## src/rtl/time_set_ctrl_pkg.sv

```systemverilog
// Shared types, field codes and BCD limits for the time/alarm setting controller.
// Also holds the BCD increment helpers used by the edit datapath.
package time_set_ctrl_pkg;

  typedef enum logic [1:0] {
    IDLE     = 2'b00,
    EDIT_HR  = 2'b01,
    EDIT_MIN = 2'b10,
    COMMIT   = 2'b11
  } state_t;

  typedef enum logic {
    TGT_TIME  = 1'b0,
    TGT_ALARM = 1'b1
  } target_t;

  localparam logic [1:0] FIELD_NONE    = 2'b00;
  localparam logic [1:0] FIELD_HOURS   = 2'b01;
  localparam logic [1:0] FIELD_MINUTES = 2'b10;
  localparam logic [1:0] FIELD_COMMIT  = 2'b11;

  localparam int unsigned HR_MAX  = 23;
  localparam int unsigned MIN_MAX = 59;

  typedef struct packed {
    logic [1:0] h1;
    logic [3:0] h0;
    logic [2:0] m1;
    logic [3:0] m0;
  } hhmm_t;

  function automatic hhmm_t inc_hours(input hhmm_t v);
    hhmm_t r;
    r = v;
    if (v.h1 == 2'(HR_MAX / 10) && v.h0 == 4'(HR_MAX % 10)) begin
      r.h1 = '0;
      r.h0 = '0;
    end else if (v.h0 == 4'd9) begin
      r.h1 = v.h1 + 2'd1;
      r.h0 = '0;
    end else begin
      r.h0 = v.h0 + 4'd1;
    end
    return r;
  endfunction

  // Minutes wrap on their own and never carry into the hours digits.
  function automatic hhmm_t inc_minutes(input hhmm_t v);
    hhmm_t r;
    r = v;
    if (v.m0 == 4'd9) begin
      r.m0 = '0;
      r.m1 = (v.m1 == 3'(MIN_MAX / 10)) ? 3'd0 : v.m1 + 3'd1;
    end else begin
      r.m0 = v.m0 + 4'd1;
    end
    return r;
  endfunction

endpackage

```

## src/rtl/time_set_ctrl_btn_debounce.sv

```systemverilog
// Button conditioning: 2-FF synchronizer, stable-count debounce and a one-cycle
// press pulse on the accepted 0->1 transition.
module btn_debounce #(
  parameter int DB_CYCLES = 4
) (
  input  logic clk,
  input  logic rst_n,
  input  logic btn_i,
  output logic press_o
);

  // A button held across reset release must first be seen released for this
  // many samples (synchronizer latency included) before presses are honoured.
  localparam int ARM_CYCLES = DB_CYCLES + 2;
  localparam int CW         = $clog2(ARM_CYCLES + 1);

  logic          meta_q, sync_q;
  logic          level_q, level_d;
  logic [CW-1:0] cnt_q, cnt_d;
  logic          armed_q, armed_d;
  logic [CW-1:0] arm_cnt_q, arm_cnt_d;
  logic          press_q, press_d;

  // NOTE: every always_comb output gets a default first, so no path leaves a
  // variable unassigned and no latch is inferred.
  always_comb begin
    level_d   = level_q;
    cnt_d     = '0;
    armed_d   = armed_q;
    arm_cnt_d = arm_cnt_q;

    if (sync_q != level_q) begin
      if (cnt_q == CW'(DB_CYCLES - 1)) level_d = sync_q;
      else                             cnt_d   = cnt_q + 1'b1;
    end

    if (!armed_q) begin
      if (sync_q)                                  arm_cnt_d = '0;
      else if (arm_cnt_q == CW'(ARM_CYCLES - 1))   armed_d   = 1'b1;
      else                                         arm_cnt_d = arm_cnt_q + 1'b1;
    end

    press_d = armed_q & ~level_q & level_d;
  end

  // NOTE: sequential state uses non-blocking assignments so every register
  // samples the pre-edge value of the others, including the synchronizer pair.
  always_ff @(posedge clk or negedge rst_n) begin
    if (!rst_n) begin
      meta_q    <= 1'b0;
      sync_q    <= 1'b0;
      level_q   <= 1'b0;
      cnt_q     <= '0;
      armed_q   <= 1'b0;
      arm_cnt_q <= '0;
      press_q   <= 1'b0;
    end else begin
      meta_q    <= btn_i;
      sync_q    <= meta_q;
      level_q   <= level_d;
      cnt_q     <= cnt_d;
      armed_q   <= armed_d;
      arm_cnt_q <= arm_cnt_d;
      press_q   <= press_d;
    end
  end

  assign press_o = press_q;

endmodule

```

## src/rtl/time_set_ctrl.sv

```systemverilog
// Three-button HH:MM editor that loads either the running clock or the alarm
// through a shared BCD load bus with held load strobes.
module time_set_ctrl
  import time_set_ctrl_pkg::*;
#(
  parameter int DB_CYCLES = 4,
  parameter int LD_HOLD   = 2
) (
  input  logic       clk,
  input  logic       reset,
  input  logic       btn_mode,
  input  logic       btn_set,
  input  logic       btn_inc,
  output logic [1:0] H_in1,
  output logic [3:0] H_in0,
  output logic [2:0] M_in1,
  output logic [3:0] M_in0,
  output logic       LD_time,
  output logic       LD_alarm,
  output logic       busy,
  output logic [1:0] field
);

  localparam int LW = (LD_HOLD > 1) ? $clog2(LD_HOLD) : 1;

  logic ev_mode, ev_set, ev_inc;

  state_t        state_q, state_d;
  target_t       target_q, target_d;
  hhmm_t         value_q, value_d;
  logic [LW-1:0] ld_cnt_q, ld_cnt_d;

  btn_debounce #(.DB_CYCLES(DB_CYCLES)) u_db_mode (
    .clk(clk), .rst_n(reset), .btn_i(btn_mode), .press_o(ev_mode)
  );

  btn_debounce #(.DB_CYCLES(DB_CYCLES)) u_db_set (
    .clk(clk), .rst_n(reset), .btn_i(btn_set), .press_o(ev_set)
  );

  btn_debounce #(.DB_CYCLES(DB_CYCLES)) u_db_inc (
    .clk(clk), .rst_n(reset), .btn_i(btn_inc), .press_o(ev_inc)
  );

  // The if/else ladders encode set > mode > inc; losers in a cycle are dropped.
  always_comb begin
    state_d  = state_q;
    target_d = target_q;
    value_d  = value_q;
    ld_cnt_d = ld_cnt_q;

    unique case (state_q)
      IDLE: begin
        if (ev_set) begin
          state_d  = EDIT_HR;
          target_d = TGT_ALARM;
        end else if (ev_mode) begin
          state_d  = EDIT_HR;
          target_d = TGT_TIME;
        end
      end
      EDIT_HR: begin
        if      (ev_set)  state_d = IDLE;
        else if (ev_mode) state_d = EDIT_MIN;
        else if (ev_inc)  value_d = inc_hours(value_q);
      end
      EDIT_MIN: begin
        if (ev_set) begin
          state_d = IDLE;
        end else if (ev_mode) begin
          state_d  = COMMIT;
          ld_cnt_d = '0;
        end else if (ev_inc) begin
          value_d = inc_minutes(value_q);
        end
      end
      COMMIT: begin
        if (ld_cnt_q == LW'(LD_HOLD - 1)) begin
          state_d  = IDLE;
          ld_cnt_d = '0;
        end else begin
          ld_cnt_d = ld_cnt_q + 1'b1;
        end
      end
      default: state_d = IDLE;
    endcase
  end

  always_ff @(posedge clk or negedge reset) begin
    if (!reset) begin
      state_q  <= IDLE;
      target_q <= TGT_TIME;
      value_q  <= '0;
      ld_cnt_q <= '0;
    end else begin
      state_q  <= state_d;
      target_q <= target_d;
      value_q  <= value_d;
      ld_cnt_q <= ld_cnt_d;
    end
  end

  // Strobes decode straight from registered state so the async reset kills
  // them immediately.
  always_comb begin
    busy     = (state_q != IDLE);
    LD_time  = (state_q == COMMIT) && (target_q == TGT_TIME);
    LD_alarm = (state_q == COMMIT) && (target_q == TGT_ALARM);
    unique case (state_q)
      EDIT_HR:  field = FIELD_HOURS;
      EDIT_MIN: field = FIELD_MINUTES;
      COMMIT:   field = FIELD_COMMIT;
      default:  field = FIELD_NONE;
    endcase
  end

  assign H_in1 = value_q.h1;
  assign H_in0 = value_q.h0;
  assign M_in1 = value_q.m1;
  assign M_in0 = value_q.m0;

  a_strobes_exclusive : assert property (
    @(posedge clk) disable iff (!reset) !(LD_time && LD_alarm)
  );

  a_value_stable_in_commit : assert property (
    @(posedge clk) disable iff (!reset) (state_q == COMMIT) |=> $stable(value_q)
  );

endmodule

```

## config.mk

```make
export PLATFORM = sky130hd
export DESIGN_NAME = time_set_ctrl
export DESIGN_NICKNAME = d
export VERILOG_FILES = /design/src/rtl/time_set_ctrl_pkg.sv /design/src/rtl/time_set_ctrl_btn_debounce.sv /design/src/rtl/time_set_ctrl.sv
export SDC_FILE = /design/constraint.sdc
export NUM_CORES = 1
export LEC_CHECK = 0
export CELL_PAD_IN_SITES_DETAIL_PLACEMENT = 1
export CELL_PAD_IN_SITES_GLOBAL_PLACEMENT = 2
export CORE_UTILIZATION = 30
export CTS_BUF_LIST = sky130_fd_sc_hd__clkbuf_8 sky130_fd_sc_hd__clkbuf_16
export DETAILED_ROUTE_END_ITERATION = 10
export PLACE_DENSITY_LB_ADDON = 0.1
export SLEW_MARGIN = 20
export SYNTH_ARGS = -nofsm -noshare
export SYNTH_HDL_FRONTEND = slang
export SYNTH_SLANG_ARGS = --single-unit
```

## constraint.sdc

```tcl
create_clock -name clk -period 1.35 [get_ports clk]
set_input_delay 0.3375 -clock clk [delete_from_list [all_inputs] [get_ports clk]]
set_output_delay 0.3375 -clock clk [all_outputs]
set_load 0.1 [all_outputs]
```

Word-level counts from Yosys, hierarchy flattened

Index checks and enable logic that the tools add are counted.

Add/subtract/negate cells: 11
Bitwise operators: 17
Eq/ne operators: 26
Mux-type cells: 54
Reduce and logical (&&, ||, !) cells: 18

Operator list:

| kind                  | number |
|---|---|
| $mux W3               | 14 |
| $mux W13              | 3 |
| $pmux W13 S2          | 1 |
| $add A3 B1 Y3 const B | 7 |
| $mux W7               | 3 |
| $mux W1               | 19 |
| $mux W2               | 8 |
| $eq A3 B3 Y1 const B  | 4 |
| $reduce_and A6 Y1     | 2 |
| $not A1 Y1            | 11 |
| $reduce_and A5 Y1     | 2 |
| $eq A3 B2 Y1 const B  | 3 |
| $ne A3 B1 Y1 const B  | 3 |
| $add A4 B1 Y4 const B | 2 |
| $eq A4 B4 Y1 const B  | 2 |
| $mux W4               | 2 |
| $ne A2 B1 Y1 const B  | 4 |
| $pmux W2 S4           | 1 |
| $reduce_and A2 Y1     | 4 |
| $reduce_bool A2 Y1    | 4 |
| $and A1 B1 Y1         | 6 |
| $eq A2 B2 Y1 const B  | 3 |
| $mux W6               | 1 |
| $pmux W2 S3           | 1 |
| 11 further kinds      | 16 |

Logic and storage cells: 154
Output and inout bits: 18
Register bits: 50

Logic depth before layout (Yosys ltp)

Gate-level depths: netlist of run 1.

Depth after elaboration: 7
Gate-level depth with buffers: 6
Gate-level depth less buffers: 6

By module

From an unflattened synthesis of run 1, not the netlist that was laid out.

Cells, all modules: 210
Area total of the unflattened synthesis: 2432.3 sq um

Modules (own cells, without submodules):

| module        | times used | seq. area each (sq um) | cells each | area an instance (sq um) |
|---|---|---|---|---|
| btn_debounce  | 3          | 275.3                  | 39         | 490.5 |
| time_set_ctrl | 1          | 425.4                  | 93         | 960.9 |

Worst setup path before layout of run 1

Ideal clock, no wire load.

Kind: reg2out
Start point: register state_q[0]
End point: output port LD_time
Path slack: -0.776 ns
Path buffers: 1
Arrival time: 1.788 ns
Cell stages (with the launch flop): 4
Cells stage by stage: dfrtp_1 -> buf_4 -> nand2_1 -> nor2_1

Longest elaborated chain between the ends: 2

Ends and longest elaborated chain:

| item                   | RTL line             | text |
|---|---|---|
| start, declared        | time_set_ctrl.sv:28  | `state_t state_q, state_d;` |
| start signal, assigned | time_set_ctrl.sv:96  | `state_q <= state_d;` |
| $eq A2 B2 Y1           | time_set_ctrl.sv:107 | `LD_time = (state_q == COMMIT) && (target_q == TGT_TIME);` |
| $logic_and A1 B1 Y1    | time_set_ctrl.sv:107 |  |
| end, declared          | time_set_ctrl.sv:18  | `output logic LD_time,` |

No other way between the ends.

Worst setup path in the final report of run 1

Start point: register value_q (netlist bit H_in1[0])
End point: register value_q (netlist bit H_in1[0])

Longest elaborated chain between the ends: 7
Elaborated cells on any way between the ends: 11
Those cells by class: add/sub (1); eq/ne (1); mux (6); reduce/logical (3)

Ends and longest elaborated chain:

| item                                                  | RTL line                                         | text |
|---|---|---|
| start, declared                                       | time_set_ctrl.sv:30                              | `hhmm_t value_q, value_d;` |
| start signal, assigned                                | time_set_ctrl.sv:98                              | `value_q <= value_d;` |
| $add A2 B1 Y2 / $eq A2 B2 Y1 (equally long branches)  | time_set_ctrl_pkg.sv:39, time_set_ctrl_pkg.sv:35 |  |
| $mux W2 / $logic_and A1 B1 Y1 (equally long branches) | time_set_ctrl_pkg.sv:38, time_set_ctrl_pkg.sv:35 |  |
| $mux W6                                               | time_set_ctrl_pkg.sv:35                          | `if (v.h1 == 2'(HR_MAX / 10) && v.h0 == 4'(HR_MAX % 10)) begin` |
| $mux W13                                              | time_set_ctrl.sv:65                              | `else if (ev_inc) value_d = inc_hours(value_q);` |
| $mux W13                                              | time_set_ctrl.sv:64                              | `else if (ev_mode) state_d = EDIT_MIN;` |
| $mux W13                                              | time_set_ctrl.sv:63                              | `if (ev_set) state_d = IDLE;` |
| $pmux W13 S2                                          | time_set_ctrl.sv:52                              | `unique case (state_q)` |

Several ways; a longest one is shown, not always the timed one. The select of a mux whose other input is x is not followed.
A chain may end at the register's enable or synchronous reset.

==> results of run 1 <==
==> flip-flops by register name, summed over array words and instances (netlist names), 2 cells and up <==
signal               flops
u_db_set.arm_cnt_q       3
H_in0                    4
u_db_inc.cnt_q           3
u_db_inc.arm_cnt_q       3
u_db_mode.cnt_q          3
M_in0                    4
M_in1                    3
u_db_mode.arm_cnt_q      3
state_q                  2
H_in1                    2
u_db_set.cnt_q           3
==> through the flow <==
stage	setup WS (ps)	TNS, ps
final	-209	-2690
after global routing	-253	-3860
after CTS	-217	-3010
after detailed placement	-213	-817
after global placement	-149	-475
after floorplan	-332	-2380
==> placed cells by master (no fill, tap or decap), drive strengths merged, types with 2 or more instances in the layout <==
cell and count:
buf 60, dfrtp 50, nand2 19, ha 12, a21oi 10, o21ai 10
nor2b 9, inv 9, nor2 9, mux2 9, nor3 8, nor3b 6
clkbuf 5, xnor2 5, nand3 5, a211oi 3, a31oi 3, a22o 3
o21bai 3, clkdlybuf4s50 3, and2b 3, nand2b 2, o22ai 2, or3 2
clkinv 2, and3b 2, and3 2
==> report_power, final <==
| group | internal (W) | switching [W] |
|---|---|---|
| Sequential | 0.00181 | 0.000326 |
| Clock | 0.000546 | 0.000494 |
| Combinational | 0.000746 | 0.000825 |
| Total | 0.00310 | 0.00164 |
==> worst max-delay path, stage by stage (launching register included) <==
cell     delay, ps
dfrtp_4        500
inv_2           70
ha_4           110
nor2b_4        160
a21oi_2         80
nor3_4         210
mux2_4         320
==> metal layers <==
| layer | vias up | part of all wire |
|---|---|---|
| met3 | 4 | 0.024 |
| met2 | 24 | 0.55 |
| met4 | 0 | 0.0091 |
| met1 | 849 | 0.41 |
| met5 | - | 0 |
| li1 | 824 | - |
==> kinds of logic after synthesis <==
kind of cell / share of synthesized area
and+or+nand+nor: 0.176
DFF: 0.553
AOI/OAI and AO/OA: 0.108
buffers and inverters: 0.0232
adders and majority gates: 0.0663
muxes: 0.0542
xor gates and xnor gates: 0.0193
==> cell type report <==
| type | instances | area, um2 |
|---|---|---|
| Clock inverter | 3 | 40.0 |
| Tap cell | 99 | 124 |
| Timing Repair Buffer | 63 | 787 |
| Fill cell | 774 | 3850 |
| Inverter | 10 | 41.3 |
| Sequential cell | 50 | 1280 |
| Multi-Input combinational cell | 135 | 1100 |
| Clock buffer | 5 | 68.8 |
==> path summary, 6_finish.rpt <==
check / start / slack (ps) / end
setup reg to reg: H_in1[0] / -210 / H_in1[0]
setup / recovery: H_in1[0] / -210 / H_in1[0]
min in group clk: u_db_mode.meta_q / 350 / u_db_mode.sync_q
hold / removal: reset / 10 / target_q
max in group asynchronous: reset / 1070 / M_in0[0]
hold reg to reg: u_db_mode.meta_q / 350 / u_db_mode.sync_q
==> timing repair <==
action	CTS	global route
gates resized for setup	28	24
setup endpoints to repair	22	30
pin swaps	7	8
hold buffers	0	0
setup buffers	14	4
==> flow_summary.yaml, run 1 <==
cts:
  clk_pin_slew_worst_paths_ps: 100
  ctsRootBufferMaster: "clkbuf_8"
  cts_buffers: 5
  htreeDepth: 2
  clock-sinks: 50
  clockBufferDepth: 2
  clk_latency_ps: 300
  cts_tree: "done"
synthesis:
  yosysWarnings: 0
  yosysSeqAreaShare: 0.553
  synth.top_cell.area_share: 0.553
  synth.area.top_cells: "dfrtp_1, ha_1, nand2_1"
  synth.distinct_cells: 40
  async_reset_ff_frac: 1.00
  synth.largest_area_cell: "dfrtp_1"
  synthCells: 198
  yosysMostFrequentCell: "dfrtp_1"
  ys.flop_type: "dfrtp_1"
  netlist_area_um2: 2260
  synth.avg_cell_area_um2: 11.4
  ys_ff_latch: 50
  synthTopCellsByCount: "dfrtp_1, nand2_1, ha_1"
  syn-num-nets: 215
  synth-edff-count: 0
status:
  violations: "negative setup slack"
  status: "finished with violations"
place:
  dpl.hpwl_um: 3680
  port_buffers: 22
  placed_area_um2: 3010
  dp.cells: 340
  place.gp.congestion: 0.684
global_routing:
  grtUsageMet3: 0.0224
  antenna_found_initial: 0
  grt_max_degree: 51
  track_usage: 0.140
  gr-total-overflow: 0
  grt_pass1_vias: 1839
  grt_busiest_layer: "met2"
  use_met2: 0.272
  grt_pass1_wl_um: 8360
  grtUsageMet1: 0.150
drt:
  wl_per_cell_um: 14.2
  detail_route.first_pass.iterations: 4
  initialDrtViolationCount: 13
  routed_via_density: 4.66
  final_antenna_net_count: 0
  vias: 1701
  post-route-drc-count: 0
  drt_wl_total_um: 5180
final_layout:
  drive_gt1_frac: 0.451
  instances_no_fill: 365
  synthToLayoutAreaGrowth_pct: 52.0
  stdcell_area_um2: 3440
  diodes: 0
  nNetsFinal: 282
  final_util: 0.472
timing:
  fin_ws_ps: -209
  finalClockSkew_ps: 9.41
  hold_viol: 0
  rsz0062_at_grt: "true"
  worst_hold_slack_ps: 12.5
  worstMarginPinSlew_ps: 349
  setup_viol: 22
  slew_viol_final: 0
  relSlewSlack: 0.767
  fin_crit_ps: 1560
  finalCritPeriodShare: 1.15
  max_freq_mhz: 641
critical_path:
  cp.arrival_ps: 1750
  critPathCaptureType: "flip-flop"
  crit_required_ps: 1540
  criticalPathCategory: "reg2reg"
  startpoint_type: "flip-flop"
  cp_max_fo: 3
  rr_worst_depth: 6
flow_run:
  drv_cap: 0
pwr:
  cellPowerDensity_nw_per_um2: 1380
  fin_total_pwr_w: 0.00474
  peakVddDrop_v: 0.000534
  p_leak_nw: 1.57
min_path:
  worstHoldPathType: "in2async"
floorplan:
  die_height_um: 88.9
  rows: 31
  die_area_um2: 7900
  ios: 23
  fp.dieW_um: 88.9
  initial_core_util: 0.310
  core_um2: 7290
(Power assumes the default switching activity.)
==> run 2: changes to the inputs <==
--- a/config.mk
+++ b/config.mk
@@ -14,4 +14,5 @@
 export SLEW_MARGIN = 20
 export SYNTH_ARGS = -nofsm -noshare
 export SYNTH_HDL_FRONTEND = slang
+export SYNTH_HIERARCHICAL = 1
 export SYNTH_SLANG_ARGS = --single-unit
==> run 2 against run 1 <==
The flow still finishes with violations (negative setup slack). Flip-flop and latch count stayed put. Total power rose by 3.9%. Register-to-register slack worse by 90 ps. Hold slack got worse by 12 ps. Cell count rose by 8.5%. Synthesized cell count up 6.1%. Non-clock buffer count grew 21. Routed wire length up 20%. Via count rose by 11%. Synthesized area rose by 7.5%. Die area is 7.3% higher.
==> flow_summary.yaml, run 2 <==
status:
  status: "finished with violations"
  violations: "negative setup slack"
critical_path:
  r2r_slack_ps: -290
  reg2reg_to: "H_in1[0]"
  critPathLaunch: "H_in0[1]"
  rr_startpoint: "H_in0[1]"
  critPathCaptureType: "flip-flop"
  criticalPathCategory: "reg2reg"
  startpoint_type: "flip-flop"
  cp.arrival_ps: 1840
  crit_required_ps: 1550
  rr_worst_depth: 5
  cp_max_fo: 3
floorplan:
  ios: 23
  die_height_um: 92.0
  fp.dieW_um: 92.0
  die_area_um2: 8470
  rows: 32
  initial_core_util: 0.313
  core_um2: 7770
timing:
  finalClockSkew_ps: 14.4
  slew_viol_final: 0
  hold_viol: 0
  max_freq_mhz: 608
  worstMarginPinSlew_ps: 373
  fin_crit_ps: 1640
  relSlewSlack: 0.748
  finalCritPeriodShare: 1.22
  rsz0062_at_grt: "true"
  setup_viol: 26
  fin_ws_ps: -295
  tns_ps: -3790
synthesis:
  synth.largest_area_cell: "dfrtp_1"
  ys_ff_latch: 50
  async_reset_ff_frac: 1.00
  synth-edff-count: 0
  ys.flop_type: "dfrtp_1"
  yosysSeqAreaShare: 0.514
  synth.area.top_cells: "dfrtp_1, ha_1, mux2_2"
  synthTopCellsByCount: "dfrtp_1, inv_1, nand2_1"
  netlist_area_um2: 2430
  synth.distinct_cells: 40
  synth.top_cell.area_share: 0.514
  syn-num-nets: 229
  synthCells: 210
  synth.avg_cell_area_um2: 11.6
  yosysWarnings: 6
  yosysMostFrequentCell: "dfrtp_1"
final_layout:
  final_cell_mix: "dfrtp_1, buf_4, buf_6, buf_12, nand2_1"
  drive_gt1_frac: 0.476
  synthToLayoutAreaGrowth_pct: 55.2
  diodes: 0
  nNetsFinal: 312
global_routing:
  grt_max_degree: 51
  track_usage: 0.154
  antenna_found_initial: 0
  grt_pass1_wl_um: 10500
  grt_pass1_vias: 2173
  gr-total-overflow: 0
min_path:
  worstHoldPathType: "in2async"
drt:
  post-route-drc-count: 0
  initialDrtViolationCount: 15
  vias: 1895
  detail_route.first_pass.iterations: 4
  final_antenna_net_count: 0
  wl_per_cell_um: 15.6
  routed_via_density: 4.79
  drt_wl_total_um: 6200
cts:
  htreeDepth: 2
  clk_pin_slew_worst_paths_ps: 110
  cts_hold_buffers: 0
  clock-sinks: 50
  ctsRootBufferMaster: "clkbuf_8"
  clockBufferDepth: 2
  cts_buffers: 5
  clk_latency_ps: 310
  cts_tree: "done"
pwr:
  cellPowerDensity_nw_per_um2: 1310
  fin_total_pwr_w: 0.00493
  p_leak_nw: 1.68
  peakVddDrop_v: 0.000727
place:
  dpl.hpwl_um: 4130
  port_buffers: 22
  place.gp.congestion: 0.719
flow_run:
  drv_cap: 0
[run 2: cell types whose count changed in the layout (fill, tap and decap cells not counted), moves of 5 or more]
| cell | change |
|---|---|
| nand2b_1 | +8 |
| a21oi_1 | -7 |
| o311ai_1 | +5 |
| buf_4 | +16 |
| buf_6 | +5 |
| a2111o_1 | +6 |
| inv_1 | +5 |
[run 2: layout make-up]
cell class                 count  area (um2)
fill                         827        3990
sequential                    50        1280
clock inverter                 3        47.5
tap                          102         128
clock buffer                   5        68.8
timing repair buffer          84         963
inverter                      16        63.8
multi-input combinational    136        1220
[run 2: layer usage]
metal,track usage,share of wire,vias up
li1,-,-,912
met1,0.181,0.42,958
met2,0.285,0.55,19
met3,0.0323,0.024,6
met4,0.0326,0.0060,0
met5,0,0,-
[run 2: worst max path at each step]
stage | endpoint | slack (ps) | cells past startpoint
3_3_place_gp | H_in1[1] | -230 | 5
3_5_place_dp | H_in1[1] | -290 | 5
5_1_grt | H_in1[1] | -330 | 5
4_1_cts | busy | -290 | 4
2_1_floorplan | M_in1[2] | -410 | 6
6_report | H_in1[0] | -290 | 5
[run 2: kinds of logic after synthesis]
group,after synthesis,share of synthesized area
multiplexers,10,0.0463
adder cells (fa/ha/maj),14,0.0720
XOR/XNOR,4,0.0144
AO/OA/AOI/OAI,33,0.121
flip-flops,50,0.514
AND/OR/NAND/NOR,75,0.185
buffers and inverters,24,0.0473
[run 2: critical path: stages (launching register included)]
cell,delay [ps]
dfrtp_4,460
buf_6,110
ha_4,120
nand4bb_1,150
a211oi_2,370
mux2_4,330
[run 2: what timing repair did]
action | CTS | global route
endpoints found under the setup margin | 27 | 33
buffers inserted | 20 | 14
resized for setup | 40 | 16
pin swaps | 12 | 8
cloned | 0 | 0
[run 2: per-stage QoR]
stage / cells / util / hold WS [ps] / worst slack [ps] / instance area [um2]
4_1_cts: 384 / 0.469 / 12.9 / -290 / 3640
6_report: 396 / 0.486 / 0.0967 / -295 / 3780
2_1_floorplan: 210 / - / 41.9 / -415 / 2530
5_1_grt: 396 / 0.486 / 17.5 / -334 / 3780
3_3_place_gp: 362 / 0.421 / 333 / -226 / 3270
3_5_place_dp: 362 / 0.421 / 339 / -292 / 3270
[run 2: report_power, final]
part | switching [W] | internal [W]
registers | 0.000347 | 0.00181
logic | 0.000832 | 0.000824
clock network | 0.000555 | 0.000567
total | 0.00173 | 0.00320
==> run 3: changes to the inputs <==
--- a/config.mk
+++ b/config.mk
@@ -11,6 +11,7 @@
 export CTS_BUF_LIST = sky130_fd_sc_hd__clkbuf_8 sky130_fd_sc_hd__clkbuf_16
 export DETAILED_ROUTE_END_ITERATION = 10
 export PLACE_DENSITY_LB_ADDON = 0.1
+export SKIP_LAST_GASP = 1
 export SLEW_MARGIN = 20
 export SYNTH_ARGS = -nofsm -noshare
 export SYNTH_HDL_FRONTEND = slang
==> run 3 against run 2 <==
The run still ends with negative setup slack left. Sequential power hardly changed. Critical path depth stayed put. Cell count is 1.0% lower. Critical path type unchanged. Critical endpoint is now H_in1[1]. Highest routed layer unchanged.
==> flow_summary.yaml, run 3 (synthesis gave the netlist of run 2 again) <==
cts:
  htreeDepth: 2
  clk_latency_ps: 300
  ctsRootBufferMaster: "clkbuf_8"
  clock-sinks: 50
  cts_hold_buffers: 0
  clockBufferDepth: 2
  clk_pin_slew_worst_paths_ps: 100
  cts_buffers: 5
  cts_tree: "done"
pwr:
  p_int_w: 0.00318
  fin_total_pwr_w: 0.00490
  p_leak_nw: 1.65
  swShare: 0.351
  peakVddDrop_v: 0.000730
  cellPowerDensity_nw_per_um2: 1320
  clock_power_share: 0.227
  power.switching_w: 0.00172
  combPwrFrac: 0.333
  power_frac_seq: 0.439
critical_path:
  r2r_slack_ps: -290
  cp.arrival_ps: 1840
  crit_family: "flip-flops"
  criticalPathCategory: "reg2reg"
  cp_slowest_cell: "dfrtp_4"
  critPathCaptureType: "flip-flop"
  crit_required_ps: 1550
  reg2reg_to: "H_in1[1]"
  startpoint_type: "flip-flop"
  cp_max_fo: 3
  rr_startpoint: "H_in0[1]"
  cp_slowest_stage_delay_ps: 450
  crit_chain: "buf_6 > ha_4 > nand4bb_1 > a211oi_2 > mux2_4"
  path_buf_inv: 1
  rr_worst_depth: 5
flow_run:
  drv_cap: 0
drt:
  routed_via_density: 4.78
  final_antenna_net_count: 0
  post-route-drc-count: 0
  vias: 1872
  drt_wl_total_um: 6010
  initialDrtViolationCount: 13
  wl_per_cell_um: 15.3
  detail_route.first_pass.iterations: 4
floorplan:
  fp.dieW_um: 92.0
  die_area_um2: 8470
  initial_core_util: 0.313
  rows: 32
  core_um2: 7770
  die_height_um: 92.0
  ios: 23
status:
  violations: "negative setup slack"
  status: "finished with violations"
final_layout:
  final_cell_mix: "dfrtp_1, buf_4, buf_6, buf_12, nand2_1"
  stdcell_area_um2: 3700
  diodes: 0
  synthToLayoutAreaGrowth_pct: 52.3
  instances_no_fill: 392
  final_common_cell: "dfrtp_1"
  nNetsFinal: 308
  drive_gt1_frac: 0.459
  n_fill_cell: 832
global_routing:
  track_usage: 0.153
  antenna_found_initial: 0
  grt_pass1_vias: 2164
  grt_pass1_wl_um: 10400
  gr-total-overflow: 0
  grt_max_degree: 51
timing:
  finalCritPeriodShare: 1.21
  fin_ws_ps: -285
  worst_hold_slack_ps: 6.02
  hold_viol: 0
  fin_crit_ps: 1640
  rsz0062_at_grt: "true"
  slew_viol_final: 0
  setup_viol: 25
  max_freq_mhz: 612
  worstMarginPinSlew_ps: 368
  relSlewSlack: 0.751
  finalClockSkew_ps: 9.73
place:
  dp.cells: 362
  port_buffers: 22
  dpl.hpwl_um: 4130
  place.gp.congestion: 0.719
  dp_worst_setup_slack_ps: -292
  placed_area_um2: 3270
min_path:
  worstHoldPathType: "in2async"
-- run 3: cell count changes in the layout (fill, tap and decap cells not counted), sizes merged --
| cell | delta |
|---|---|
| buf | -4 |
-- run 3: routing by layer --
metal,part of all wire,global-route usage
met5,0,0
met4,0.0058,0.0326
met3,0.023,0.0323
met2,0.55,0.289
met1,0.42,0.177
-- run 3: cell type report --
cell class	count	area [um2]	share of cell area
multi-input combinational	136	1190	0.322
inverter	16	63.8	0.0172
tap	102	128	0.0344
sequential	50	1280	0.346
clock inverter	3	47.5	0.0128
clock buffer	5	68.8	0.0186
timing repair buffer	80	922	0.249
-- run 3: stage by stage --
stage                      util  TNS (ps)
final                     0.477     -3560
after global routing      0.477     -4820
after CTS                 0.464     -3600
after detailed placement  0.421     -1760
after global placement    0.421     -1370
after floorplan               -     -2550
-- run 3: timing repair --
item,in CTS,in global routing
endpoints found under the setup margin,27,33
gates resized for setup,33,14
pin swaps,11,8
buffers inserted,20,11
-- run 3: worst max-delay path by stage --
| stage | start | cells after the start | slack, ps | end |
|---|---|---|---|---|
| final | H_in0[1] | 5 | -290 | H_in1[1] |
| after floorplan | M_in0[1] | 6 | -410 | M_in1[2] |
| after CTS | state_q[0] | 4 | -290 | busy |
| after detailed placement | H_in1[0] | 5 | -290 | H_in1[1] |
| after global routing | H_in0[1] | 5 | -330 | H_in1[1] |
| after global placement | H_in1[0] | 5 | -230 | H_in1[1] |
-- run 3: power by group through the flow --
stage | Sequential [W] | Clock (W) | Combinational (W)
final | 0.00215 | 0.00112 | 0.00163
after global routing | 0.00221 | 0.00122 | 0.00179
after CTS | 0.00216 | 0.00116 | 0.00158
after detailed placement | 0.00219 | 0 | 0.00146
after global placement | 0.00214 | 0 | 0.00134
after floorplan | 0.00210 | 0 | 0.00101
